===== src/rtl/sram_stream_fifo.sv =====
// sram_stream_fifo: streaming FIFO that keeps its contents in an external
// dual-port SRAM (port A writes, port B reads) and hides the one-cycle SRAM
// read latency behind a 2-entry output register buffer. Everything, both
// SRAM ports included, runs on the single clock clk.
//
// Handshake rule for both streams: a word moves across a port in a cycle
// exactly when valid and ready are both high in that cycle. valid never
// waits for ready, in_ready never looks at in_valid, and a producer keeps
// valid and data steady until the word has been taken.
module sram_stream_fifo #(
  parameter int DATA_W = 16,
  parameter int ADDR_W = 15
) (
  input  logic              clk,
  input  logic              rst,
  input  logic              flush,
  // write stream
  input  logic              in_valid,
  output logic              in_ready,
  input  logic [DATA_W-1:0] in_data,
  // read stream
  output logic              out_valid,
  input  logic              out_ready,
  output logic [DATA_W-1:0] out_data,
  // fill status
  output logic [ADDR_W:0]   count,
  output logic              full,
  output logic              empty,
  // SRAM port A (write only)
  output logic              sram_csa,
  output logic              sram_oea,
  output logic              sram_wean,
  output logic [ADDR_W-1:0] sram_aa,
  output logic [DATA_W-1:0] sram_dia,
  // SRAM port B (read only)
  output logic              sram_csb,
  output logic              sram_oeb,
  output logic              sram_webn,
  output logic [ADDR_W-1:0] sram_ab,
  output logic [DATA_W-1:0] sram_dib,
  input  logic [DATA_W-1:0] sram_dob
);

  localparam logic [ADDR_W:0]   DEPTH   = {1'b1, {ADDR_W{1'b0}}};
  localparam logic [ADDR_W:0]   CNT_ONE = 1;
  localparam logic [ADDR_W-1:0] PTR_ONE = 1;

  // SRAM pointers; they wrap naturally at 2**ADDR_W
  logic [ADDR_W-1:0] wr_ptr;
  logic [ADDR_W-1:0] rd_ptr;
  // words written to the SRAM but not yet read-issued
  logic [ADDR_W:0]   sram_cnt;
  // total words held: sram_cnt + inflight + ob_cnt
  logic [ADDR_W:0]   count_q;
  // a port B read was issued last cycle; its data is on sram_dob now
  logic              inflight;
  // 2-entry output buffer, head/tail indices and occupancy
  logic [DATA_W-1:0] ob_mem [2];
  logic              ob_head;
  logic              ob_tail;
  logic [1:0]        ob_cnt;

  logic              push;
  logic              pop;
  logic              issue;
  logic [2:0]        ob_occ;
  logic [2:0]        ob_room;

  // Stream handshakes; rst and flush mask both sides in their cycle
  assign in_ready  = !rst && !flush && (count_q != DEPTH);
  assign out_valid = !rst && !flush && (ob_cnt != 2'd0);
  assign push      = in_valid && in_ready;
  assign pop       = out_valid && out_ready;
  assign out_data  = ob_mem[ob_head];

  // A read may issue only if its data will have a buffer slot when it lands,
  // counting the slot freed by a pop in this same cycle
  assign ob_occ  = {1'b0, ob_cnt} + {2'b00, inflight};
  assign ob_room = {2'b00, pop} + 3'd2;
  assign issue   = !rst && !flush && (sram_cnt != '0) && (ob_occ < ob_room);

  // Status; count reads as zero in the reset cycle itself
  assign count = rst ? '0 : count_q;
  assign empty = (count == '0);
  assign full  = (count == DEPTH);

  // SRAM port A: one write per accepted push, bus parked at zero otherwise
  assign sram_csa  = push;
  assign sram_wean = !push;
  assign sram_oea  = 1'b0;
  assign sram_aa   = push ? wr_ptr : '0;
  assign sram_dia  = push ? in_data : '0;

  // SRAM port B: one read per issue, never written
  assign sram_csb  = issue;
  assign sram_oeb  = issue;
  assign sram_webn = 1'b1;
  assign sram_ab   = issue ? rd_ptr : '0;
  assign sram_dib  = '0;

  // Pointer, occupancy and output buffer state; rst and flush both clear it
  always_ff @(posedge clk) begin
    if (rst || flush) begin
      wr_ptr    <= '0;
      rd_ptr    <= '0;
      sram_cnt  <= '0;
      count_q   <= '0;
      inflight  <= 1'b0;
      ob_head   <= 1'b0;
      ob_tail   <= 1'b0;
      ob_cnt    <= 2'd0;
      ob_mem[0] <= '0;
      ob_mem[1] <= '0;
    end else begin
      if (push) wr_ptr <= wr_ptr + PTR_ONE;
      if (issue) rd_ptr <= rd_ptr + PTR_ONE;
      sram_cnt <= sram_cnt + (push ? CNT_ONE : '0) - (issue ? CNT_ONE : '0);
      count_q  <= count_q + (push ? CNT_ONE : '0) - (pop ? CNT_ONE : '0);
      inflight <= issue;
      if (inflight) begin
        ob_mem[ob_tail] <= sram_dob;
        ob_tail         <= ~ob_tail;
      end
      if (pop) ob_head <= ~ob_head;
      ob_cnt <= ob_cnt + {1'b0, inflight} - {1'b0, pop};
    end
  end

endmodule

===== config.mk =====
export PLATFORM = sky130hd
export DESIGN_NAME = sram_stream_fifo
export DESIGN_NICKNAME = d
export VERILOG_FILES = /design/src/rtl/sram_stream_fifo.sv
export SDC_FILE = /design/constraint.sdc
export NUM_CORES = 1
export LEC_CHECK = 0
export BUFFER_PORTS_ARGS = -buffer_cell sky130_fd_sc_hd__buf_2
export CORE_MARGIN = 3
export CORE_UTILIZATION = 34
export DETAILED_ROUTE_END_ITERATION = 10
export PLACE_DENSITY = 0.51
export SETUP_SLACK_MARGIN = 0.15
export SLEW_MARGIN = 15
export SYNTH_ARGS = -nofsm -noshare
export SYNTH_HDL_FRONTEND = slang
export SYNTH_SLANG_ARGS = --single-unit

===== constraint.sdc =====
create_clock -name clk -period 5.1 [get_ports clk]
set_input_delay 0.51 -clock clk [delete_from_list [all_inputs] [get_ports clk]]
set_output_delay 0.51 -clock clk [all_outputs]
set_load 0.1 [all_outputs]

# --- Word-level counts from Yosys, hierarchy flattened ---
# Memories as Yosys holds them, arrays and structs flattened. A register that Yosys moved wholly into a read port is not among the register bits.
# Index checks and enable logic that the tools add are counted.
word_totals:
  register_bits: 67
  output_inout_bits: 104
  wordCells: 56
  in_bits: 37
  n_memories: 1
  ramBits: 32
memory_table:
  columns: ["memory", "words", "width", "rd", "rd_ports_with_merged_regs", "wr", "line", "text"]
  rows:
  - ["ob_mem", 2, 16, 1, 1, 2, "58", "logic [DATA_W-1:0] ob_mem [2];"]
op_classes:
  n_addsub: 10
  bitwise: 2
  n_lt_le_gt_ge: 1
  reduce_logical: 15
  mux: 17
  eq_ne: 2
ops:
  columns: ["cell", "count"]
  rows:
  - ["2-to-1 mux 16 bit", 3]
  - ["subtractor 16 x 1 -> 16 bit", 2]
  - ["adder 15 x 1 -> 15 bit (second input constant)", 2]
  - ["2-to-1 mux 15 bit", 2]
  - ["adder 16 x 1 -> 16 bit", 1]
  - ["adder 16 bit", 1]
  - ["equality test 16 bit (second input constant)", 1]
  - ["zero test 16 bit", 1]
  - ["!= test 16 bit (second input constant)", 1]
  - ["nonzero test 16 bit", 1]
  - ["OR reduction 16 bit", 1]
  - ["2-to-1 mux 1 bit", 12]
  - ["logical AND 1 bit", 7]
  - ["adder 1 x 2 -> 3 bit (second input constant)", 1]
  - ["adder 2 x 1 -> 3 bit", 1]
  - ["zero test 1 bit", 3]
  - ["< comparator 3 bit", 1]
  - ["adder 2 x 1 -> 2 bit", 1]
  - ["NOT 1 bit", 2]
  - ["nonzero test 2 bit", 1]
  - ["subtractor 2 x 1 -> 2 bit", 1]
  - ["logical OR 1 bit", 1]

# --- Logic depth before layout (Yosys ltp) ---
# Gate-level depths: netlist of run 1.
depth:
  depth_word: 9
  depth_mapped: 18
  ltp_nobuf: 16

# --- Worst setup path before layout of run 1 ---
# OpenSTA, ideal clock, no wires.
synth_timing:
  path_kind: "input-to-reg"
  startpoint: "in rst"
  endpoint: "reg sram_cnt[10]"
  t_arrival_ns: 4.807
  setup_time_ns: 0.128
  path_stages: 18
  path_slack_ns: 0.166
  required_time_ns: 4.972
  path_buffers: 4
  cell_sequence: "buf_2 -> or2_0 -> buf_2 -> or4b_4 -> a2111oi_4 -> buf_2 -> buf_2 -> ha_1 -> inv_1 -> ha_1 -> inv_1 -> fa_1 -> nor2b_1 -> o311ai_1 -> a311oi_1 -> a311o_1 -> xnor2_1 -> nor2_1"
synth_via:
  elab_chain_len: 9
  word_cells_on_any_way: 15
  cone_classes: "3 x add/sub; 1 x order compare; 2 x mux; 9 x reduce/logical"
synth_lines:
  columns: ["element", "line", "text"]
  rows:
  - ["from (decl)", "15", "input logic rst,"]
  - ["zero test 1 bit (*)", "71, 80", null]
  - ["logical AND 1 bit (*)", "71, 80", null]
  - ["logical AND 1 bit", "71", "assign out_valid = !rst && !flush && (ob_cnt != 2'd0);"]
  - ["logical AND 1 bit", "73", "assign pop = out_valid && out_ready;"]
  - ["adder 1 x 2 -> 3 bit", "79", "assign ob_room = {2'b00, pop} + 3'd2;"]
  - ["< comparator 3 bit", "80", "assign issue = !rst && !flush && (sram_cnt != '0) && (ob_occ < ob_room);"]
  - ["logical AND 1 bit (*)", "80", null]
  - ["via sram_csb", "36", "output logic sram_csb,"]
  - ["2-to-1 mux 1 bit (*)", "117", "sram_cnt <= sram_cnt + (push ? CNT_ONE : '0) - (issue ? CNT_ONE : '0);"]
  - ["subtractor 16 x 1 -> 16 bit (*)", "117", null]
  - ["to (signal assigned)", "117", null]
  - ["to (decl)", "52", "logic [ADDR_W:0] sram_cnt;"]
# The timed path passes the listed nets; every way through them passes the cells marked *.
# A chain may end at the register's enable or synchronous reset.

# --- Final worst setup path of run 1 ---
layout_timing:
  startpoint: "reg inflight"
  endpoint: "reg sram_cnt[10]"
layout_via:
  elab_chain_len: 5
layout_lines:
  columns: ["element", "line", "text"]
  rows:
  - ["from (decl)", "56", "logic inflight;"]
  - ["from (signal assigned)", "119", "inflight <= issue;"]
  - ["adder 2 x 1 -> 3 bit", "78", "assign ob_occ = {1'b0, ob_cnt} + {2'b00, inflight};"]
  - ["< comparator 3 bit", "80", null]
  - ["logical AND 1 bit", "80", null]
  - ["2-to-1 mux 1 bit", "117", null]
  - ["subtractor 16 x 1 -> 16 bit", "117", null]
# No other way between the ends.

==> results of run 1 <==
-- metrics by stage --
step | power (mW) | area, um2 | util (%) | instances
floorplan | 2.68 | 6250 | - | 711
global placement | 3.00 | 6960 | 39.7 | 1022
detailed placement | 3.01 | 6960 | 39.7 | 1022
CTS | 3.72 | 7250 | 41.3 | 1038
global route | 3.99 | 7250 | 41.3 | 1038
finish | 3.69 | 7250 | 41.3 | 1038
-- sequential cells by signal (all words and copies together), names as in the netlist, named ones only --
signal,flops
ob_mem,32
rd_ptr,15
wr_ptr,15
count_q,16
inflight,1
ob_cnt,2
ob_head,1
sram_cnt,16
ob_tail,1
-- worst paths after layout --
kind / start / endpoint / slack [ps] / cells after the start
worst max-delay path: inflight / sram_cnt[10] / 990 / 14
worst min-delay path: sram_dob[14] / ob_mem[0][14] / 440 / 2
worst max register to register: inflight / sram_cnt[10] / 990 / 14
worst min register to register: wr_ptr[14] / wr_ptr[14] / 490 / 2
-- layer usage --
| metal | track usage, % | vias up | routed length (um) |
|---|---|---|---|
| met3 | 4.68 | 14 | 866 |
| li1 | - | 2555 | - |
| met2 | 24.3 | 133 | 6940 |
| met5 | 0 | - | 0 |
| met1 | 18.5 | 2369 | 6580 |
| met4 | 3.72 | 0 | 208 |
-- power by group through the flow --
stage	sequential (mW)	clock (mW)	combinational, mW
6_report	0.978	0.683	2.03
3_3_place_gp	0.995	0	2.00
5_1_grt	0.989	0.738	2.26
4_1_cts	0.979	0.709	2.03
2_1_floorplan	0.974	0	1.70
3_5_place_dp	0.995	0	2.02
-- cells in the final DEF (no fill, tap or decap), types with 12 or more instances in the layout --
cell,netlist,routed
a21oi_1,30,30
and2_1,86,86
buf_2,5,122
conb_1,2,18
dfxtp_1,68,68
edfxtp_1,32,32
ha_1,52,52
inv_1,49,49
mux2_2,16,16
nand2_1,21,21
nand3_1,18,18
nor2_1,80,80
nor3_1,13,12
o21ai_0,20,19
xnor2_1,20,20
xor2_1,19,19
-- logic make-up (layout without fill, tap and decap cells) --
group | count (synthesis) | count (layout)
buffers and inverters | 91 | 193
AND/OR/NAND/NOR | 294 | 294
AO/OA/AOI/OAI | 99 | 99
XOR/XNOR | 39 | 39
multiplexers | 16 | 16
adder cells (fa/ha/maj) | 54 | 54
flip-flops | 100 | 100
other | 2 | 18
-- cell type report --
cell class	count	share of cell area, %
Inverter	50	2.59
Clock buffer	10	3.16
Timing Repair Buffer	127	8.94
Tap cell	225	3.88
Sequential cell	100	32.0
Multi-Input combinational cell	520	48.5
Clock inverter	6	0.863
==> results.json, run 1 <==
{
  "die_x_um": 141,
  "vias": 5071,
  "worst_slack_ps": 989,
  "worst_ep_required_time_ps": 5320,
  "port_buffers": 122,
  "initial_core_util_pct": 35.3,
  "yosysSeqAreaShare_pct": 37.5,
  "crit_slowest_cell": "or4b_4",
  "first_iter_violations": 168,
  "syn_avg_cell_area_um2": 8.91,
  "cpLargestDelayFamily": "compound AO/OA/AOI/OAI gates",
  "yosys-top-cells-count": "86 x and2_1, 80 x nor2_1, 68 x dfxtp_1",
  "path_common_cell": "ha_1",
  "path_clk_slew_ps": 70,
  "synthAdderAreaFrac_pct": 11.1,
  "drt-total-wl_um": 14600,
  "core_area_mm2": 0.0175,
  "yosysTopAreaCellShare_pct": 22.0,
  "grt_pass1_vias": 5001,
  "cts_buffer_depth": 2,
  "fillCellCount": 1786,
  "worstSetupPathType": "flop to flop",
  "multi_input_area_mm2": 0.00352,
  "yosys.area.top_type": "dfxtp_1",
  "period_needed_ps": 4110,
  "syn_inst": 695,
  "antenna_found_initial": 0,
  "synth_seq_cells": 100,
  "syn2layout_area_growth_pct": 17.0,
  "tns_ps": 0,
  "yosys.area_share.simple_pct": 25.6,
  "clk_root_buffer_cell": "clkbuf_16",
  "end_kind": "flop",
  "worstMarginPinSlew_ps": 932,
  "clock_latency_ps": 350,
  "crit_arrival_ps": 4330,
  "num_io_pins": 141,
  "swShare_pct": 45.1,
  "diodes": 0,
  "synth_mux_area_share_pct": 2.91,
  "synth-xor-area-share_pct": 5.51,
  "ys_async_sr_fraction_pct": 0,
  "final-seq-area_mm2": 0.00232,
  "die_area_mm2": 0.0199,
  "wire_per_inst_um": 14.1,
  "drive_gt1_share_pct": 20.2,
  "firstDrtPassIters": 4,
  "p_comb_share_pct": 55.0,
  "status": "complete, no violations",
  "numCtsBuffers": 9,
  "cts.sinks": 100,
  "viasPerCell": 4.89,
  "crit_path_cell_trace": "ha_1 -> or4b_4 -> a2111oi_4 -> ha_1 -> inv_1 -> ha_1 -> inv_1 -> fa_1 -> nor2b_1 -> o311ai_1 -> a311oi_1 -> a311o_1 -> xnor2_1 -> nor2_1",
  "post-cts-setup-buffers": 0,
  "cp-start-kind": "flop",
  "grt_pass1_wl_um": 23900,
  "max_freq_mhz": 243,
  "clockPowerShare_pct": 18.5,
  "post-place-ws_ps": 626,
  "leakage_nw": 3.21,
  "p_seq_share_pct": 26.5,
  "path_buf_inv": 2,
  "synth_area_leaders": "dfxtp_1 22%, edfxtp_1 16%, ha_1 11%",
  "cts_max_level": 3,
  "ir_worst_vdd_v": 0.000395,
  "row_count": 48,
  "intPower_mw": 2.03,
  "cellPowerDensity_mw_per_mm2": 509,
  "hp-class": "input pin to flop",
  "setup_viol": 0,
  "skew_ps": 7.65,
  "gp_congestion": 0.827,
  "overflow": 0,
  "synth-edff-count": 32,
  "maxSlewHeadroom_pct": 37.7,
  "rsz0062_at_grt": "false",
  "synth.cell_area_mm2": 0.00619,
  "nets": 899,
  "die_h_um": 141,
  "synth_top_family_by_area": "simple AND/OR/NAND/NOR gates",
  "dp_hpwl_um": 10700,
  "grt_max_degree": 63,
  "synth_cell_types": 59,
  "hold_buffers": 0,
  "path_max_fanout": 5,
  "synth_warnings": 0,
  "maxCapViolCount": 0,
  "slowest_delay_ps": 560,
  "ys.flop_type": "dfxtp_1",
  "final-hold-violation-count": 0,
  "synth_compound_area_share_pct": 10.4,
  "drc": 0,
  "grt_use_total_pct": 14.7,
  "fin_crit_sh_pct": 80.6,
  "tritoncts": "built",
  "cts_resized": 0,
  "slew_viol_final": 0,
  "power_switching_mw": 1.66,
  "yosysMostFrequentCell": "and2_1",
  "hold-worst-slack_ps": 443,
  "final_antenna_net_count": 0
}
No activity file was read; power rests on OpenSTA's default activity.
==> run 2, diff against run 1 <==
Settings changed: PLACE_DENSITY 0.51 to 0.53.
Clock period 5.1 ns to 3.3 ns, I/O delays scaled along.
==> results.json, run 2 (synthesized netlist as in run 1, its figures left out) <==
{
  "setup_viol": 5,
  "cts.sinks": 100,
  "grt_pass1_vias": 5005,
  "cts_buffer_depth": 2,
  "finalNonFillerCells": 1067,
  "final_common_cell": "and2_1",
  "grt_pass1_wl_um": 23800,
  "largest_reg_flops": 32,
  "firstDrtPassIters": 4,
  "clock_latency_ps": 360,
  "status": "complete, but fails checks",
  "power_mw": 6.25,
  "path_clk_slew_ps": 90,
  "end_kind": "flop",
  "r2r-end": "sram_cnt[8]",
  "path_max_fanout": 3,
  "ir_worst_vdd_v": 0.000439,
  "gp_congestion": 0.819,
  "worstMarginPinSlew_ps": 856,
  "first_iter_violations": 210,
  "tritoncts": "built",
  "skew_ps": 16.0,
  "worst_ep_required_time_ps": 3530,
  "rr_worst_depth": 15,
  "period_needed_ps": 3390,
  "wire_per_inst_um": 13.6,
  "r2r_start": "inflight",
  "multi_input_area_mm2": 0.00374,
  "min_delay_path_depth": 2,
  "num_io_pins": 141,
  "utilization_pct": 48.3,
  "drt-total-wl_um": 14500,
  "crit_arrival_ps": 3620,
  "diodes": 0,
  "final_area_mm2": 0.00847,
  "final-seq-area_mm2": 0.00233,
  "max_freq_mhz": 295,
  "rrSetupSlack_ps": -90,
  "top_regs": "ob_mem x32, count_q x16, sram_cnt x16",
  "maxSlewHeadroom_pct": 42.9,
  "hold-worst-slack_ps": 248,
  "viasPerCell": 4.73,
  "grt_use_total_pct": 14.5,
  "min_to": "ob_mem[1][8]",
  "violations": "setup timing",
  "drc": 0,
  "die_h_um": 141,
  "leakage_nw": 3.56,
  "path_common_cell": "ha_4",
  "port_buffers": 122,
  "grt_max_degree": 63,
  "die_x_um": 141,
  "drive_gt1_share_pct": 29.0,
  "cp-start-kind": "flop",
  "die_area_mm2": 0.0199,
  "layout_common_cells": "78 x and2_1, 76 x nor2_1, 73 x buf_2",
  "core_area_mm2": 0.0175,
  "crit_path_cell_trace": "ha_4 -> or4b_4 -> a2111oi_4 -> ha_4 -> inv_2 -> ha_4 -> inv_2 -> fa_2 -> nor2b_4 -> o311ai_4 -> a311oi_2 -> buf_4 -> nor2_2 -> xor2_1 -> nor2_1",
  "fillCellCount": 1700,
  "numCtsBuffers": 9,
  "vias": 5046,
  "antenna_found_initial": 0,
  "top_register": "ob_mem",
  "worst_slack_ps": -91.8,
  "worstSetupPathType": "flop to flop",
  "cts_max_level": 3,
  "rsz0062_at_grt": "true",
  "clk_root_buffer_cell": "clkbuf_16",
  "cellPowerDensity_mw_per_mm2": 738,
  "hold_start": "sram_dob[8]",
  "fin_crit_sh_pct": 103,
  "slew_viol_final": 0,
  "crit_slowest_cell": "or4b_4",
  "final-hold-violation-count": 0,
  "hp-class": "input pin to flop",
  "row_count": 48,
  "maxCapViolCount": 0,
  "slowest_delay_ps": 550,
  "overflow": 0,
  "dp_cells": 1045,
  "place_area_mm2": 0.00794,
  "initial_core_util_pct": 35.3,
  "syn2layout_area_growth_pct": 36.8,
  "final_antenna_net_count": 0,
  "nets": 928,
  "dp_hpwl_um": 10400
}
[run 2: cell types whose count changed in the layout (fill, tap and decap cells not counted), sizes merged]
cell / previous run / this run
buf: 127 / 156
bufinv: 1 / 0
clkbuf: 10 / 9
clkinv: 1 / 2
clkinvlp: 3 / 0
inv: 51 / 55
[run 2: timing repair]
action / CTS / global route
endpoints found under the hold margin: 0 / 0
setup buffers: 4 / 2
hold buffers: 0 / 0
pin swaps: 22 / 17
gates resized for setup: 22 / 26
endpoints found under the setup margin: 13 / 34
[run 2: metrics by stage]
step	setup WS [ps]	TNS, ps
final	-91.8	-303
after global routing	-277	-1790
after CTS	-178	-836
after detailed placement	-414	-3730
after global placement	-318	-3170
after floorplan	-721	-8220
[run 2: critical path, delay by kind of cell, from the launching register on]
family / cells / cell delay, ps
compound gates: 3 / 760
xor+xnor: 1 / 140
simple gates: 4 / 800
buf+inv: 3 / 270
fa+ha+maj: 4 / 970
flops: 1 / 340
[run 2: cell type report]
cell class | instances | area share (%)
tap | 225 | 3.32
multi-input combinational | 520 | 44.2
clock inverter | 7 | 0.960
inverter | 50 | 2.22
sequential | 100 | 27.5
clock buffer | 9 | 2.66
timing repair buffer | 156 | 19.2
[run 2: worst max-delay path by stage]
| stage | from | end | slack, ps | cells after the start |
|---|---|---|---|---|
| 2_1_floorplan | rst | sram_cnt[10] | -720 | 18 |
| 3_3_place_gp | rst | count_q[14] | -320 | 15 |
| 6_report | inflight | sram_cnt[8] | -90 | 15 |
| 5_1_grt | inflight | sram_cnt[15] | -280 | 15 |
| 3_5_place_dp | rst | count_q[14] | -410 | 15 |
| 4_1_cts | inflight | sram_cnt[10] | -180 | 14 |
[run 2: power breakdown]
group / total [mW] / switching, mW / internal (mW)
combinational: 3.64 / 2.21 / 1.44
clock: 1.10 / 0.553 / 0.547
sequential: 1.51 / 0.0848 / 1.42
total: 6.25 / 2.85 / 3.40
[run 2: routing by layer]
layer / track usage, % / up-vias / part of all wire [%]
met3: 4.44 / 12 / 6.1
met2: 23.8 / 116 / 46
li1: - / 2622 / -
met5: 0 / - / 0
met4: 3.82 / 0 / 1.2
met1: 18.7 / 2296 / 47
